===== src/rtl/vector_lane_sequencer_if.sv =====
// Handshake and data bundle between the vector lane sequencer (master) and its
// register file / lane / writeback environment (slave). VLANE_SEQ_PERF_EN adds stall_cnt.
interface vector_lane_sequencer_if #(
    parameter int VLMAX  = 32,
    parameter int IDX_W  = $clog2(VLMAX),
    parameter int DATA_W = 32
);
    logic              start;
    logic              ready;
    logic [IDX_W:0]    vl;
    logic              vm;
    logic              flush;
    logic              rf_ren;
    logic [IDX_W-1:0]  rf_idx;
    logic [DATA_W-1:0] rf_vs1;
    logic [DATA_W-1:0] rf_vs2;
    logic [DATA_W-1:0] rf_vs3;
    logic              rf_mask_bit;
    logic [DATA_W-1:0] lane_vs1;
    logic [DATA_W-1:0] lane_vs2;
    logic [DATA_W-1:0] lane_vs3;
    logic              lane_mask;
    logic              lane_start;
    logic              lane_busy;
    logic [DATA_W-1:0] lane_result;
    logic              lane_exception;
    logic              wb_en;
    logic [IDX_W-1:0]  wb_idx;
    logic [DATA_W-1:0] wb_data;
    logic              done;
    logic              exc;
    logic [IDX_W-1:0]  exc_idx;
`ifdef VLANE_SEQ_PERF_EN
    logic [15:0]       stall_cnt;
`endif

    modport master (
        input  start, vl, vm, flush,
        input  rf_vs1, rf_vs2, rf_vs3, rf_mask_bit,
        input  lane_busy, lane_result, lane_exception,
        output ready, rf_ren, rf_idx,
        output lane_vs1, lane_vs2, lane_vs3, lane_mask, lane_start,
        output wb_en, wb_idx, wb_data, done, exc, exc_idx
`ifdef VLANE_SEQ_PERF_EN
        , output stall_cnt
`endif
    );

    modport slave (
        output start, vl, vm, flush,
        output rf_vs1, rf_vs2, rf_vs3, rf_mask_bit,
        output lane_busy, lane_result, lane_exception,
        input  ready, rf_ren, rf_idx,
        input  lane_vs1, lane_vs2, lane_vs3, lane_mask, lane_start,
        input  wb_en, wb_idx, wb_data, done, exc, exc_idx
`ifdef VLANE_SEQ_PERF_EN
        , input stall_cnt
`endif
    );
endinterface


===== src/rtl/vector_lane_sequencer.sv =====
// Element sequencer for one vector lane: read -> issue -> wait -> writeback per element.
// Optional WAIT-stall counter enabled by defining VLANE_SEQ_PERF_EN.
module vector_lane_sequencer #(
    parameter int VLMAX  = 32,
    parameter int IDX_W  = $clog2(VLMAX),
    parameter int DATA_W = 32
) (
    input logic                     clk,
    input logic                     rst,
    vector_lane_sequencer_if.master bus
);
    localparam logic [IDX_W:0] VL_MAX = (IDX_W+1)'(VLMAX);
    localparam logic [IDX_W:0] VL_ONE = (IDX_W+1)'(1);

    typedef enum logic [2:0] {
        S_IDLE,
        S_READ,
        S_ISSUE,
        S_WAIT,
        S_WB,
        S_DONE
    } state_t;

    state_t            state;
    state_t            state_nxt;
    logic [IDX_W-1:0]  idx;
    logic [IDX_W-1:0]  exc_idx_q;
    logic [IDX_W:0]    vl_q;
    logic [IDX_W:0]    vl_eff;
    logic              vm_q;
    logic [DATA_W-1:0] vs1_p1;
    logic [DATA_W-1:0] vs2_p1;
    logic [DATA_W-1:0] vs3_p1;
    logic              mask_p1;
    logic [DATA_W-1:0] result_p2;
    logic              exc_p2;
    logic              accept;
    logic              last_elem;
    logic              lane_fault;

    function automatic logic [IDX_W:0] clamp_vl(input logic [IDX_W:0] v);
        return (v > VL_MAX) ? VL_MAX : v;
    endfunction

    assign vl_eff     = clamp_vl(bus.vl);
    assign accept     = (state == S_IDLE) && bus.start && !bus.flush;
    // vl_q >= 1 whenever WB is reached, so the IDX_W+1 compare cannot wrap.
    assign last_elem  = ({1'b0, idx} == (vl_q - VL_ONE));
    // Exceptions from masked-off elements are dropped.
    assign lane_fault = !bus.lane_busy && bus.lane_exception && mask_p1;

    always_ff @(posedge clk) begin
        if (rst) state <= S_IDLE;
        else     state <= state_nxt;
    end

    always_comb begin
        state_nxt      = state;
        bus.ready      = 1'b0;
        bus.rf_ren     = 1'b0;
        bus.rf_idx     = '0;
        bus.lane_start = 1'b0;
        bus.wb_en      = 1'b0;
        bus.wb_idx     = '0;
        bus.wb_data    = '0;
        bus.done       = 1'b0;
        bus.exc        = 1'b0;
        bus.exc_idx    = '0;
        case (state)
            S_IDLE: begin
                bus.ready = 1'b1;
                if (accept) state_nxt = (vl_eff == '0) ? S_DONE : S_READ;
            end
            S_READ: begin
                bus.rf_ren = 1'b1;
                bus.rf_idx = idx;
                state_nxt  = S_ISSUE;
            end
            S_ISSUE: begin
                bus.lane_start = 1'b1;
                state_nxt      = S_WAIT;
            end
            S_WAIT: begin
                if (!bus.lane_busy) state_nxt = lane_fault ? S_DONE : S_WB;
            end
            S_WB: begin
                bus.wb_en   = mask_p1;
                bus.wb_idx  = idx;
                bus.wb_data = result_p2;
                state_nxt   = last_elem ? S_DONE : S_READ;
            end
            S_DONE: begin
                bus.done    = 1'b1;
                bus.exc     = exc_p2;
                bus.exc_idx = exc_p2 ? exc_idx_q : '0;
                state_nxt   = S_IDLE;
            end
            default: state_nxt = S_IDLE;
        endcase
        if (bus.flush) state_nxt = S_IDLE;
    end

    assign bus.lane_vs1  = vs1_p1;
    assign bus.lane_vs2  = vs2_p1;
    assign bus.lane_vs3  = vs3_p1;
    assign bus.lane_mask = mask_p1;

    always_ff @(posedge clk) begin
        if (rst) begin
            idx       <= '0;
            vl_q      <= '0;
            vm_q      <= 1'b0;
            vs1_p1    <= '0;
            vs2_p1    <= '0;
            vs3_p1    <= '0;
            mask_p1   <= 1'b0;
            result_p2 <= '0;
            exc_p2    <= 1'b0;
            exc_idx_q <= '0;
        end else begin
            if (accept) begin
                vl_q   <= vl_eff;
                vm_q   <= bus.vm;
                idx    <= '0;
                exc_p2 <= 1'b0;
            end
            // p1: register-file data arrives the cycle after rf_ren
            if (state == S_ISSUE) begin
                vs1_p1  <= bus.rf_vs1;
                vs2_p1  <= bus.rf_vs2;
                vs3_p1  <= bus.rf_vs3;
                mask_p1 <= vm_q | bus.rf_mask_bit;
            end
            // p2: lane result captured once busy drops
            if (state == S_WAIT && !bus.lane_busy) begin
                result_p2 <= bus.lane_result;
                if (lane_fault) begin
                    exc_p2    <= 1'b1;
                    exc_idx_q <= idx;
                end
            end
            if (state == S_WB && !last_elem) idx <= idx + IDX_W'(1);
        end
    end

`ifdef VLANE_SEQ_PERF_EN
    logic [15:0] stall_cnt_q;

    function automatic logic [15:0] sat_inc16(input logic [15:0] v);
        return (v == 16'hFFFF) ? v : v + 16'd1;
    endfunction

    always_ff @(posedge clk) begin
        if (rst)                                   stall_cnt_q <= '0;
        else if (accept)                           stall_cnt_q <= '0;
        else if (state == S_WAIT && bus.lane_busy) stall_cnt_q <= sat_inc16(stall_cnt_q);
    end

    assign bus.stall_cnt = stall_cnt_q;
`endif
endmodule


===== src/flat_wrapper.sv =====
// flat-port wrapper written by rule: the top's interface ports become plain ports
module vector_lane_sequencer_flat 
#(
    parameter int VLMAX  = 32,
    parameter int IDX_W  = $clog2(VLMAX),
    parameter int DATA_W = 32
)
  (clk, rst, bus_start, bus_vl, bus_vm, bus_flush, bus_rf_vs1, bus_rf_vs2, bus_rf_vs3, bus_rf_mask_bit, bus_lane_busy, bus_lane_result, bus_lane_exception, bus_ready, bus_rf_ren, bus_rf_idx, bus_lane_vs1, bus_lane_vs2, bus_lane_vs3, bus_lane_mask, bus_lane_start, bus_wb_en, bus_wb_idx, bus_wb_data, bus_done, bus_exc, bus_exc_idx);
  vector_lane_sequencer_if #(.VLMAX(VLMAX), .IDX_W(IDX_W), .DATA_W(DATA_W)) bus_i ();
  input logic clk;
  input logic rst;
  input wire logic [$bits(bus_i.start)-1:0] bus_start;
  input wire logic [$bits(bus_i.vl)-1:0] bus_vl;
  input wire logic [$bits(bus_i.vm)-1:0] bus_vm;
  input wire logic [$bits(bus_i.flush)-1:0] bus_flush;
  input wire logic [$bits(bus_i.rf_vs1)-1:0] bus_rf_vs1;
  input wire logic [$bits(bus_i.rf_vs2)-1:0] bus_rf_vs2;
  input wire logic [$bits(bus_i.rf_vs3)-1:0] bus_rf_vs3;
  input wire logic [$bits(bus_i.rf_mask_bit)-1:0] bus_rf_mask_bit;
  input wire logic [$bits(bus_i.lane_busy)-1:0] bus_lane_busy;
  input wire logic [$bits(bus_i.lane_result)-1:0] bus_lane_result;
  input wire logic [$bits(bus_i.lane_exception)-1:0] bus_lane_exception;
  output wire logic [$bits(bus_i.ready)-1:0] bus_ready;
  output wire logic [$bits(bus_i.rf_ren)-1:0] bus_rf_ren;
  output wire logic [$bits(bus_i.rf_idx)-1:0] bus_rf_idx;
  output wire logic [$bits(bus_i.lane_vs1)-1:0] bus_lane_vs1;
  output wire logic [$bits(bus_i.lane_vs2)-1:0] bus_lane_vs2;
  output wire logic [$bits(bus_i.lane_vs3)-1:0] bus_lane_vs3;
  output wire logic [$bits(bus_i.lane_mask)-1:0] bus_lane_mask;
  output wire logic [$bits(bus_i.lane_start)-1:0] bus_lane_start;
  output wire logic [$bits(bus_i.wb_en)-1:0] bus_wb_en;
  output wire logic [$bits(bus_i.wb_idx)-1:0] bus_wb_idx;
  output wire logic [$bits(bus_i.wb_data)-1:0] bus_wb_data;
  output wire logic [$bits(bus_i.done)-1:0] bus_done;
  output wire logic [$bits(bus_i.exc)-1:0] bus_exc;
  output wire logic [$bits(bus_i.exc_idx)-1:0] bus_exc_idx;
  assign bus_i.start = bus_start;
  assign bus_i.vl = bus_vl;
  assign bus_i.vm = bus_vm;
  assign bus_i.flush = bus_flush;
  assign bus_i.rf_vs1 = bus_rf_vs1;
  assign bus_i.rf_vs2 = bus_rf_vs2;
  assign bus_i.rf_vs3 = bus_rf_vs3;
  assign bus_i.rf_mask_bit = bus_rf_mask_bit;
  assign bus_i.lane_busy = bus_lane_busy;
  assign bus_i.lane_result = bus_lane_result;
  assign bus_i.lane_exception = bus_lane_exception;
  assign bus_ready = bus_i.ready;
  assign bus_rf_ren = bus_i.rf_ren;
  assign bus_rf_idx = bus_i.rf_idx;
  assign bus_lane_vs1 = bus_i.lane_vs1;
  assign bus_lane_vs2 = bus_i.lane_vs2;
  assign bus_lane_vs3 = bus_i.lane_vs3;
  assign bus_lane_mask = bus_i.lane_mask;
  assign bus_lane_start = bus_i.lane_start;
  assign bus_wb_en = bus_i.wb_en;
  assign bus_wb_idx = bus_i.wb_idx;
  assign bus_wb_data = bus_i.wb_data;
  assign bus_done = bus_i.done;
  assign bus_exc = bus_i.exc;
  assign bus_exc_idx = bus_i.exc_idx;
  vector_lane_sequencer #(.VLMAX(VLMAX), .IDX_W(IDX_W), .DATA_W(DATA_W)) u_core (.clk(clk), .rst(rst), .bus(bus_i));
endmodule

===== config.mk =====
export PLATFORM = sky130hd
export DESIGN_NAME = vector_lane_sequencer_flat
export DESIGN_NICKNAME = d
export VERILOG_FILES = /design/src/rtl/vector_lane_sequencer_if.sv /design/src/rtl/vector_lane_sequencer.sv /design/src/flat_wrapper.sv
export SDC_FILE = /design/constraint.sdc
export NUM_CORES = 1
export LEC_CHECK = 0
export CAP_MARGIN = 10
export CORE_MARGIN = 1
export CORE_UTILIZATION = 36
export CTS_CLUSTER_SIZE = 10
export DETAILED_ROUTE_END_ITERATION = 7
export GPL_ROUTABILITY_DRIVEN = 0
export PLACE_DENSITY = 0.86
export SYNTH_ARGS = -nofsm -noshare
export SYNTH_HDL_FRONTEND = slang
export SYNTH_SLANG_ARGS = --single-unit

===== constraint.sdc =====
create_clock -name clk -period 2.1 [get_ports clk]
set_clock_uncertainty 0.2 [all_clocks]
set_input_delay 0.42 -clock clk [delete_from_list [all_inputs] [get_ports clk]]
set_output_delay 0.42 -clock clk [all_outputs]
set_load 0.02 [all_outputs]

Yosys cells after proc, flatten, opt, wreduce, memory -nomap -nowiden --
Index checks and enable logic that the tools add are counted.
Storage, ports and cells: bits in registers 150, input bits 142
Cells by class: add/subtract/negate cells 2, magnitude comparators 1, equality and inequality tests 8, muxes and demuxes 23, bitwise operators 1, reductions and logical operators 15
Operators by type and width (count):
- 32-bit 2-to-1 mux | 1
- 5-bit 2-to-1 mux | 6
- 3-bit one-hot mux with 5 select lines | 1
- 3-bit 2-to-1 mux | 4
- 1-bit 2-to-1 mux | 10
- 3-bit by 2-bit equality test with 1-bit output (second input constant) | 2
- 3-bit equality test (second input constant) | 2
- 5-bit by 6-bit equality test with 1-bit output | 1
- 6-bit > comparator (second input constant) | 1
- 1-bit logical AND | 6
- 6-bit logical NOT | 1
- 6-bit 2-to-1 mux | 1
- 6-bit by 1-bit subtractor with 6-bit output (second input constant) | 1
- 5-bit by 1-bit adder with 5-bit output (second input constant) | 1
- 2-bit AND reduction | 2
- 3-bit by 1-bit equality test with 1-bit output (second input constant) | 1
- 1-bit logical NOT | 3
- 3-bit logical NOT | 1
- 2-bit by 1-bit != test with 1-bit output (second input constant) | 1
- 2-bit != test (second input constant) | 1
- 2-bit nonzero test | 1
- 2-bit OR reduction | 1
- 1-bit bitwise OR | 1

Logic depth before layout (Yosys ltp) --
Gate-level depths: netlist (run 1).
word-level depth 6, depth in mapped cells 9

Worst setup path after synthesis (run 1) --
No wires, ideal clock.
path kind register to output, start point register u_core.state[2], end point output bus_rf_idx[0], arrival 1.576 ns, setup slack -0.096 ns, cell stages (with the launch flop) 4, cell sequence dfxtp_1 clkbuf_1 nor3b_1 and2_1
Between the ends: word-level cells in the longest chain between the ends 2
Ends and longest elaborated chain:
- from (decl) | RTL line vector_lane_sequencer.sv:24 | state_t state;
- from (signal assigned) | RTL line vector_lane_sequencer.sv:54 | else state <= state_nxt;
- 3-bit by 1-bit equality test with 1-bit output | RTL line vector_lane_sequencer.sv:69 | case (state)
- 5-bit 2-to-1 mux | RTL line vector_lane_sequencer.sv:69
- to (decl) | RTL line flat_wrapper.sv:25 | output wire logic [$bits(bus_i.rf_idx)-1:0] bus_rf_idx;
Every way passes these cells.

Final worst setup path (run 1) --
start point register u_core.state[0], end point output bus_wb_data[16]
Between the ends: word-level cells in the longest chain between the ends 2
Ends and longest elaborated chain:
- 3-bit equality test | RTL line vector_lane_sequencer.sv:69
- 32-bit 2-to-1 mux | RTL line vector_lane_sequencer.sv:69
- to (decl) | RTL line flat_wrapper.sv:33 | output wire logic [$bits(bus_i.wb_data)-1:0] bus_wb_data;
Every way passes these cells.

==> reports/metrics.cfg, run 1 <==
[drt]
dr_wl_met2_um=9490
drc=0
wirelength_um=18800
wl_met3_um=1470
drt_iter0_drc=264
wl_met1_um=7410
viasPerCell=4.82
wire_per_inst_um=14.8
top_layer_used=met4
num_vias=6113
drtPass1Iterations=5
postRouteAntennaNets=0

[final_layout]
nets=1182
stdcell_area_um2=9850
num_antenna_cells=0
drive_above_1_share_pct=15.5
syn_to_final_growth_pct=69.1

[placement]
placed_cell_area_um2=9120
preCtsSetupSlack_ns=-0.0678
hpwl_um=12500
port_buffers=291

[synth]
ys_warn_count=0
synth_mux_area_share_pct=1.20
synthSimpleGateAreaFrac_pct=27.1
syn_avg_cell_area_um2=7.77
synthDistinctLibCells=38
syn_area_um2=5830
synth_edf_count=0
ys_async_sr_fraction_pct=0
synth_top_family_by_area=simple AND/OR/NAND/NOR gates
yosysMostFrequentCell=nand2_1
ys_ff_latch=150
synth_area_leaders=dfxtp_1 52%, nand2_1 17%, a21oi_1 12%, and3_1 4.6%, clkbuf_1 3.3%
synth-main-ff-cell=dfxtp_1
synth_top_area_share_pct=51.5
synth-adder-area-share_pct=0.429
synth_compound_area_share_pct=14.4
synth_top_area_cell=dfxtp_1
synthCells=750
synth_nets=894
synth-seq-area-share_pct=51.5
synth-xor-area-share_pct=0.902
synth_common_cells=264 x nand2_1, 150 x dfxtp_1, 138 x a21oi_1, 51 x clkbuf_1, 43 x and3_1

[critical_path]
required_ns=1.48
critPathMaxStageDelay_ns=0.36
crit_chain=nor2_4 -> buf_6 -> buf_12 -> and3_4 -> buf_6
critPathSlowestCell=dfxtp_4
cp.arrival_ns=1.50
crit_path_start_kind=flop
crit_family=buffers and inverters
cp_num_buf_inv=3
cp_common_cell=buf_6
path_class=flop to output port
cp-end-kind=output port
cp_max_fo=9

[grt]
grt_pass1_wl_um=28800
grt_start_max_net_pins=98
grt_usage_pct=22.1
antenna_found_initial=0
grt_pass1_vias=5795
gr-total-overflow=0

[status]
status=complete, but fails checks
violations=setup timing

[clock_network]
cts_tree=yes
cts.path.max_buffers=2
cts-root-buf=clkbuf_16
cts_made_buffers=17
clk_pin_slew_ns=0.06
htreeDepth=4
clock_sinks=150
clk_latency_ns=0.41

[sta]
tns_ns=-0.140
finalWorstSetupSlack_ns=-0.0170
hold_violations=0
min_period_ns=2.12
tightest_slew_ns=0.479
fin_crit_sh_pct=101
worst_slew_margin_rel_pct=68.1
maxSlewViolCount=0
holdWs_ns=0.252
fmax_ghz=0.472
setup_violations=16
rsz0062_at_grt=yes

[floorplanning]
die_w_um=129
rows=46
start_util_pct=36.8
dieArea_um2=16700
io_pins=292
dieHeight_um=129
core_um2=15800

[hold_path]
hold_path_class=flop to flop

[pwr]
pwr_density_cell_nw_per_um2=661
ir_drop_uv=474
power.total_w=0.00651
p_leak_nw=3.69

[flow_run]
drv_cap=0

-- path summary, 6_finish.rpt --
kind,cells past startpoint,slack [ns],startpoint,to
worst min-delay path,2,0.25,u_core.bus.lane_vs3[20]$_SDFFE_PP0P_,u_core.bus.lane_vs3[20]$_SDFFE_PP0P_
worst min register to register,2,0.25,u_core.bus.lane_vs3[20]$_SDFFE_PP0P_,u_core.bus.lane_vs3[20]$_SDFFE_PP0P_
worst max register to register,9,0.06,u_core.vl_q[0]$_SDFFE_PP0P_,u_core.state[2]$_SDFFE_PP0P_
worst max-delay path,5,-0.02,u_core.state[0]$_SDFFE_PP0P_,bus_wb_data[16]
-- metrics by stage --
| step | cells | util, % |
|---|---|---|
| finish | 1267 | 62.3 |
| global route | 1267 | 62.3 |
| CTS | 1266 | 61.8 |
| detailed placement | 1227 | 57.6 |
| global placement | 1227 | 57.6 |
| floorplan | 750 | - |
-- registers in the layout, indices dropped and copies added, names as in the netlist --
name and flops:
u_core.vl_q 6, u_core.idx 5, u_core.result_p2 32, u_core.vm_q 1
u_core.exc_p2 1, u_core.bus.lane_mask 1, u_core.state 3, u_core.bus.lane_vs3 32
u_core.exc_idx_q 5, u_core.bus.lane_vs1 32, u_core.bus.lane_vs2 32
-- cell families (layout without fill, tap and decap cells) --
kind of cell,count (synthesis),count (layout)
AND/OR/NAND/NOR,364,364
AO/OA/AOI/OAI,157,157
flip-flops,150,150
buffers and inverters,64,365
multiplexers,7,7
XOR/XNOR,6,6
adder cells (fa/ha/maj),2,2
-- cell type report --
class	instances	area [um2]
clock inverter	13	146
timing repair buffer	329	3230
tap	216	270
clock buffer	19	443
sequential	150	3020
fill	1316	5970
multi-input combinational	536	2730
inverter	4	15.0
-- per-layer routing --
layer  vias up  track usage, %
met2       210            38.3
li1       3057               -
met4         0            8.86
met5         -               0
met3        36            8.05
met1      2810            24.6
-- worst register-to-register path, delay by kind of cell (launching register included) --
kind	cells	cell delay (ns)
simple gates	2	0.47
xor+xnor	2	0.32
buf+inv	2	0.28
flops	1	0.33
fa+ha+maj	1	0.16
compound gates	2	0.18
-- what timing repair did --
action                     CTS  global route
pin swaps                    8             9
setup endpoints to repair   58            53
gates cloned                 3             0
setup buffers                4             2
gates resized for setup    283            25
hold buffers                 0             0
-- power by group --
group / leakage [nW] / internal [W] / total, W / switching, W
combinational: 2.20 / 0.000357 / 0.000587 / 0.000231
sequential: 1.21 / 0.00287 / 0.00289 / 0.0000187
clock: 0.284 / 0.00180 / 0.00303 / 0.00124
-- cell usage in the layout (no fill, tap or decap), types with 2 or more instances in the layout --
cell type        synthesis  layout
clkinvlp_4               0       2
clkdlybuf4s50_1          0     236
o211ai_1                 4       4
buf_12                   0       8
nand3_1                  7       7
nand2_1                264     263
o21ai_0                  2       2
a32oi_1                  2       2
nor2_1                  19      18
xnor2_1                  5       5
o2111ai_2                0       2
a211o_1                  3       3
dfxtp_1                150     145
nor3_4                   0       2
buf_2                    6      16
clkbuf_16                0      17
bufinv_16                0       2
buf_6                    0      22
and3_4                   0      16
and3_1                  43      27
nand2b_1                 3       3
dfxtp_4                  0       3
or2_2                    2       2
and2_1                   6       6
inv_6                    0       3
nor3_1                   7       6
clkinv_4                 0       4
dfxtp_2                  0       2
clkinv_2                 0       2
a21oi_1                138     138
nor3b_1                  6       5
buf_4                    3      43
inv_2                    1       3
mux2i_1                  7       7
Power figures use the tool's default switching activity.
==> inputs of run 2 (changes only) <==
Settings changed: CORE_AREA from default to 2 2 112 114, CORE_MARGIN 1 to default, CORE_UTILIZATION 36 to default, DIE_AREA from default to 0 0 114 116, DONT_BUFFER_PORTS from default to 1, PLACE_DENSITY 0.86 to 0.76.
==> reports/metrics.cfg, run 2 (synthesized netlist as in run 1, its figures left out) <==
[grt]
grt_usage_pct=22.9
grt_pass1_wl_um=23900
grt_start_max_net_pins=151
antenna_found_initial=0
grt_pass1_vias=4834
gr-total-overflow=0

[critical_path]
path_class=flop to flop
critPathMaxStageDelay_ns=0.38
cp-startpoint=u_core.vl_q[0]$_SDFFE_PP0P_
crit_path_start_kind=flop
critPathSlowestCell=nor4b_2
cp.arrival_ns=2.22
required_ns=2.21
cp_max_fo=6
crit_chain=inv_2 -> ha_4 -> xor2_1 -> xnor2_1 -> a32oi_1 -> nor4b_2 -> buf_4 -> a31oi_4 -> nor4_2
reg2reg_from=u_core.vl_q[0]$_SDFFE_PP0P_
cp-end-kind=flop

[sta]
worst_slew_margin_rel_pct=72.1
tightest_slew_ns=0.418
maxSlewViolCount=0
rsz0062_at_grt=yes
fmax_ghz=0.475
holdWs_ns=-0.128
setup_violations=1
fin_crit_sh_pct=100
min_period_ns=2.10
finalWorstSetupSlack_ns=-0.00353
hold_violations=117

[final_layout]
fin_cells=930
final_common_cell=nand2_1
layout_common_cells=263 x nand2_1, 145 x dfxtp_1, 137 x a21oi_1
num_antenna_cells=0
drive_above_1_share_pct=16.3
nets=914
syn_to_final_growth_pct=24.1
postLayoutCoreUtil_pct=60.7

[floorplanning]
dieArea_um2=13200
rows=40
core_um2=11900
dieHeight_um=116
start_util_pct=48.9
die_w_um=114
io_pins=292

[drt]
drtPass1Iterations=5
postRouteAntennaNets=0
wire_per_inst_um=17.4
num_vias=5237
wirelength_um=16200
viasPerCell=5.63
drt_iter0_drc=368
drc=0

[pwr]
p_leak_nw=2.69
power.total_w=0.00628
ir_drop_uv=575
pwr_density_cell_nw_per_um2=869

[clock_network]
cts_made_buffers=17
cts-root-buf=clkbuf_16
clk_pin_slew_ns=0.06
clk_latency_ns=0.41
clock_sinks=150
cts_tree=yes
cts.path.max_buffers=2
htreeDepth=4

[status]
violations=hold timing, setup timing
status=complete, but fails checks

[placement]
hpwl_um=10300
port_buffers=0
dp.cells=857

[hold_path]
worstHoldStart=rst
hold_path_class=input port to flop

[flow_run]
drv_cap=0

run 2: cell count changes in the layout (fill, tap and decap cells not counted), moves of 4 or more:
cell / previous run / this run
buf_12: 8 / 3
buf_4: 43 / 16
buf_2: 16 / 1
buf_6: 22 / 2
and3_1: 27 / 2
and3_2: 0 / 41
clkdlybuf4s50_1: 236 / 0
and2_4: 0 / 4
and2_1: 6 / 1
and3_4: 16 / 0
dlygate4sd3_1: 0 / 34
run 2: cell type report:
type | count | area [um2]
clock buffers | 23 | 488
repair buffers | 61 | 656
multi-input cells | 536 | 2730
well taps | 147 | 184
fillers | 1026 | 4680
inverters | 4 | 22.5
flip-flops and latches | 150 | 3020
clock inverters | 9 | 140
run 2: stage by stage:
stage	TNS (ns)	area [um2]	setup WS [ns]	hold slack, ns
floorplan	0	5840	0.0188	0.232
global placement	0	5980	0.114	0.233
detailed placement	-0.00912	5980	-0.00912	0.239
CTS	0	6970	0.0000655	-0.151
global route	-0.370	7230	-0.0853	-0.140
finish	-0.00353	7230	-0.00353	-0.128
run 2: final timing paths:
check	depth (start not counted)	slack (ns)	to
worst max-delay path	9	-0.004	u_core.state[2]$_SDFFE_PP0P_
worst max register to register	9	-0.004	u_core.state[2]$_SDFFE_PP0P_
worst min-delay path	1	-0.13	u_core.bus.lane_vs2[0]$_SDFFE_PP0P_
worst min register to register	2	0.25	u_core.result_p2[4]$_SDFFE_PP0P_
run 2: layer usage:
metal / share of wire [%] / routed length [um] / global-route usage, %
met1: 39 / 6240 / 25.7
met2: 49 / 8010 / 37.6
met3: 8.9 / 1440 / 8.84
met4: 3.1 / 500 / 12.5
met5: 0 / 0 / 0
run 2: worst max-delay path, delay by kind of cell (launching register included):
kind | cells | cell delay (ns)
DFF | 1 | 0.32
adders and majority gates | 1 | 0.14
xor gates and xnor gates | 2 | 0.31
buffers and inverters | 2 | 0.31
and+or+nand+nor | 2 | 0.53
AOI/OAI and AO/OA | 2 | 0.19
run 2: where the power goes:
group          total [W]  switching [W]  internal (W)
Combinational   0.000172      0.0000920     0.0000799
Sequential       0.00293      0.0000580       0.00288
Clock            0.00318        0.00117       0.00201
Total            0.00628        0.00132       0.00496
run 2: timing repair:
item	4_1_cts	5_1_grt
pin swaps	0	5
endpoints found under the hold margin	149	124
setup endpoints to repair	55	81
gates cloned	1	3
resized for setup	35	48
setup buffers	1	2
hold buffers	27	7
==> inputs of run 3 (changes only) <==
Settings changed: ABC_AREA from default to 1, CAP_MARGIN 10 to default, CORE_AREA 2 2 112 114 to 2 2 114 116, DIE_AREA 0 0 114 116 to 0 0 116 118, PLACE_DENSITY 0.76 to 0.75.
==> reports/metrics.cfg, run 3 <==
[status]
status=complete, but fails checks
violations=setup timing

[sta]
fmax_ghz=0.457
worst_slew_margin_rel_pct=63.4
finalWorstSetupSlack_ns=-0.0869
holdWs_ns=0.00992
hold_violations=0
rsz0062_at_grt=yes
setup_violations=44
maxSlewViolCount=0
tightest_slew_ns=0.547
min_period_ns=2.19
fin_crit_sh_pct=104

[placement]
hpwl_um=10600
preCtsSetupSlack_ns=0.206
dp.cells=965
port_buffers=0

[synth]
yosysMostFrequentCell=nor2_1
ys_async_sr_fraction_pct=0
synth_top_area_share_pct=51.0
synth_nets=927
synth_top_area_cell=dfxtp_1
synth-main-ff-cell=dfxtp_1
syn_avg_cell_area_um2=7.52
synth_edf_count=0
synth-seq-area-share_pct=51.0
synthCells=783
syn_area_um2=5880
ys_ff_latch=150
ys_warn_count=0
synth_common_cells=251 x nor2_1, 150 x dfxtp_1, 130 x o21ai_0, 59 x inv_1, 49 x a21oi_1
synthDistinctLibCells=32
synth_area_leaders=dfxtp_1 51%, nor2_1 16%, o21ai_0 11%, a21oi_1 4.2%, inv_1 3.8%

[grt]
grt_usage_pct=25.9
grt_pass1_wl_um=27900
gr-total-overflow=0
grt_start_max_net_pins=73
antenna_found_initial=0
grt_pass1_vias=5619

[final_layout]
postLayoutCoreUtil_pct=67.1
syn_to_final_growth_pct=41.5
layout_common_cells=217 x nor2_1, 147 x dfxtp_1, 130 x o21ai_0
final_common_cell=nor2_1
fin_cells=1108
drive_above_1_share_pct=16.9
nets=1068
seqCellArea_um2=3010
num_antenna_cells=0
multiInputGateArea_um2=2500
nFillCells=910

[clock_network]
htreeDepth=4
clk_latency_ns=0.41
clock_sinks=150
cts_made_buffers=17
clk_pin_slew_ns=0.06
cts.path.max_buffers=2
cts-root-buf=clkbuf_16
cts_tree=yes

[drt]
num_vias=5747
viasPerCell=5.19
drc=0
wire_per_inst_um=16.9
drt_iter0_drc=429
drtPass1Iterations=8
wirelength_um=18700
postRouteAntennaNets=0

[critical_path]
crit_path_start_kind=flop
required_ns=1.48
cp.arrival_ns=1.57
path_class=flop to output port
reg2reg_slack_ns=0.15
cp_max_fo=6
cp-end-kind=output port

[pwr]
p_leak_nw=3.43
ir_drop_uv=495
pwr_density_cell_nw_per_um2=793

[flow_run]
drv_cap=0

[floorplanning]
dieHeight_um=118
die_w_um=116
dieArea_um2=13700
core_um2=12400
start_util_pct=47.4
io_pins=292
rows=41

[hold_path]
hold_path_class=input port to flop

## run 3: kinds of logic after synthesis
group / count (synthesis) / share of synthesized area (%)
and+or+nand+nor: 319 / 22.3
AOI/OAI and AO/OA: 194 / 16.8
DFF: 150 / 51.0
buffers and inverters: 114 / 8.80
xor gates and xnor gates: 4 / 0.595
adders and majority gates: 2 / 0.425
## run 3: final timing paths
kind | from | end | cells past startpoint
max | u_core.state[1]$_SDFFE_PP0P_ | bus_exc_idx[0] | 5
min | bus_lane_result[17] | u_core.result_p2[17]$_SDFFE_PP0P_ | 2
max reg2reg | u_core.vl_q[0]$_SDFFE_PP0P_ | u_core.idx[2]$_SDFFE_PP0P_ | 10
min reg2reg | u_core.result_p2[5]$_SDFFE_PP0P_ | u_core.result_p2[5]$_SDFFE_PP0P_ | 2
## run 3: through the flow
step	setup TNS, ns	area [um2]	total power [W]
after detailed placement	0	6340	0.00330
after global routing	-4.74	8330	0.00682
after CTS	-1.39	8150	0.00661
after floorplan	0	5890	0.00324
final	-1.29	8330	0.00660
after global placement	0	6340	0.00330
## run 3: worst max-delay path, stage by stage, from the launching register on
cell     delay [ns]
dfxtp_4        0.35
buf_4          0.15
nor3_4         0.26
nand2_4        0.12
nor2_2         0.14
buf_6          0.12
## run 3: metal layers
metal / vias to the layer above / part of all wire [%] / GRT usage [%]
li1: 2772 / - / -
met1: 2601 / 37 / 28.1
met2: 319 / 50 / 44.8
met3: 55 / 9.4 / 9.42
met4: 0 / 2.9 / 11.2
met5: - / 0 / 0
## run 3: area by class of cell
type                            instances  share of cell area, %
Clock buffer                           19                   5.20
Clock inverter                         12                   2.16
Tap cell                              172                   2.58
Timing Repair Buffer                  170                   20.8
Sequential cell                       150                   36.2
Multi-Input combinational cell        519                   30.1
Inverter                               66                   3.03
## run 3: timing repair
item / CTS / global route
endpoints found under the setup margin: 50 / 47
endpoints found under the hold margin: 118 / 0
resized for setup: 27 / 54
gates cloned: 1 / 0
pin swaps: 4 / 3
hold buffers: 107 / 0
buffers inserted: 3 / 1
## run 3: where the power goes
part	total (W)	switching [W]	internal, W
sequential	0.00300	0.000100	0.00290
combinational	0.000434	0.000217	0.000217
clock	0.00317	0.00118	0.00198
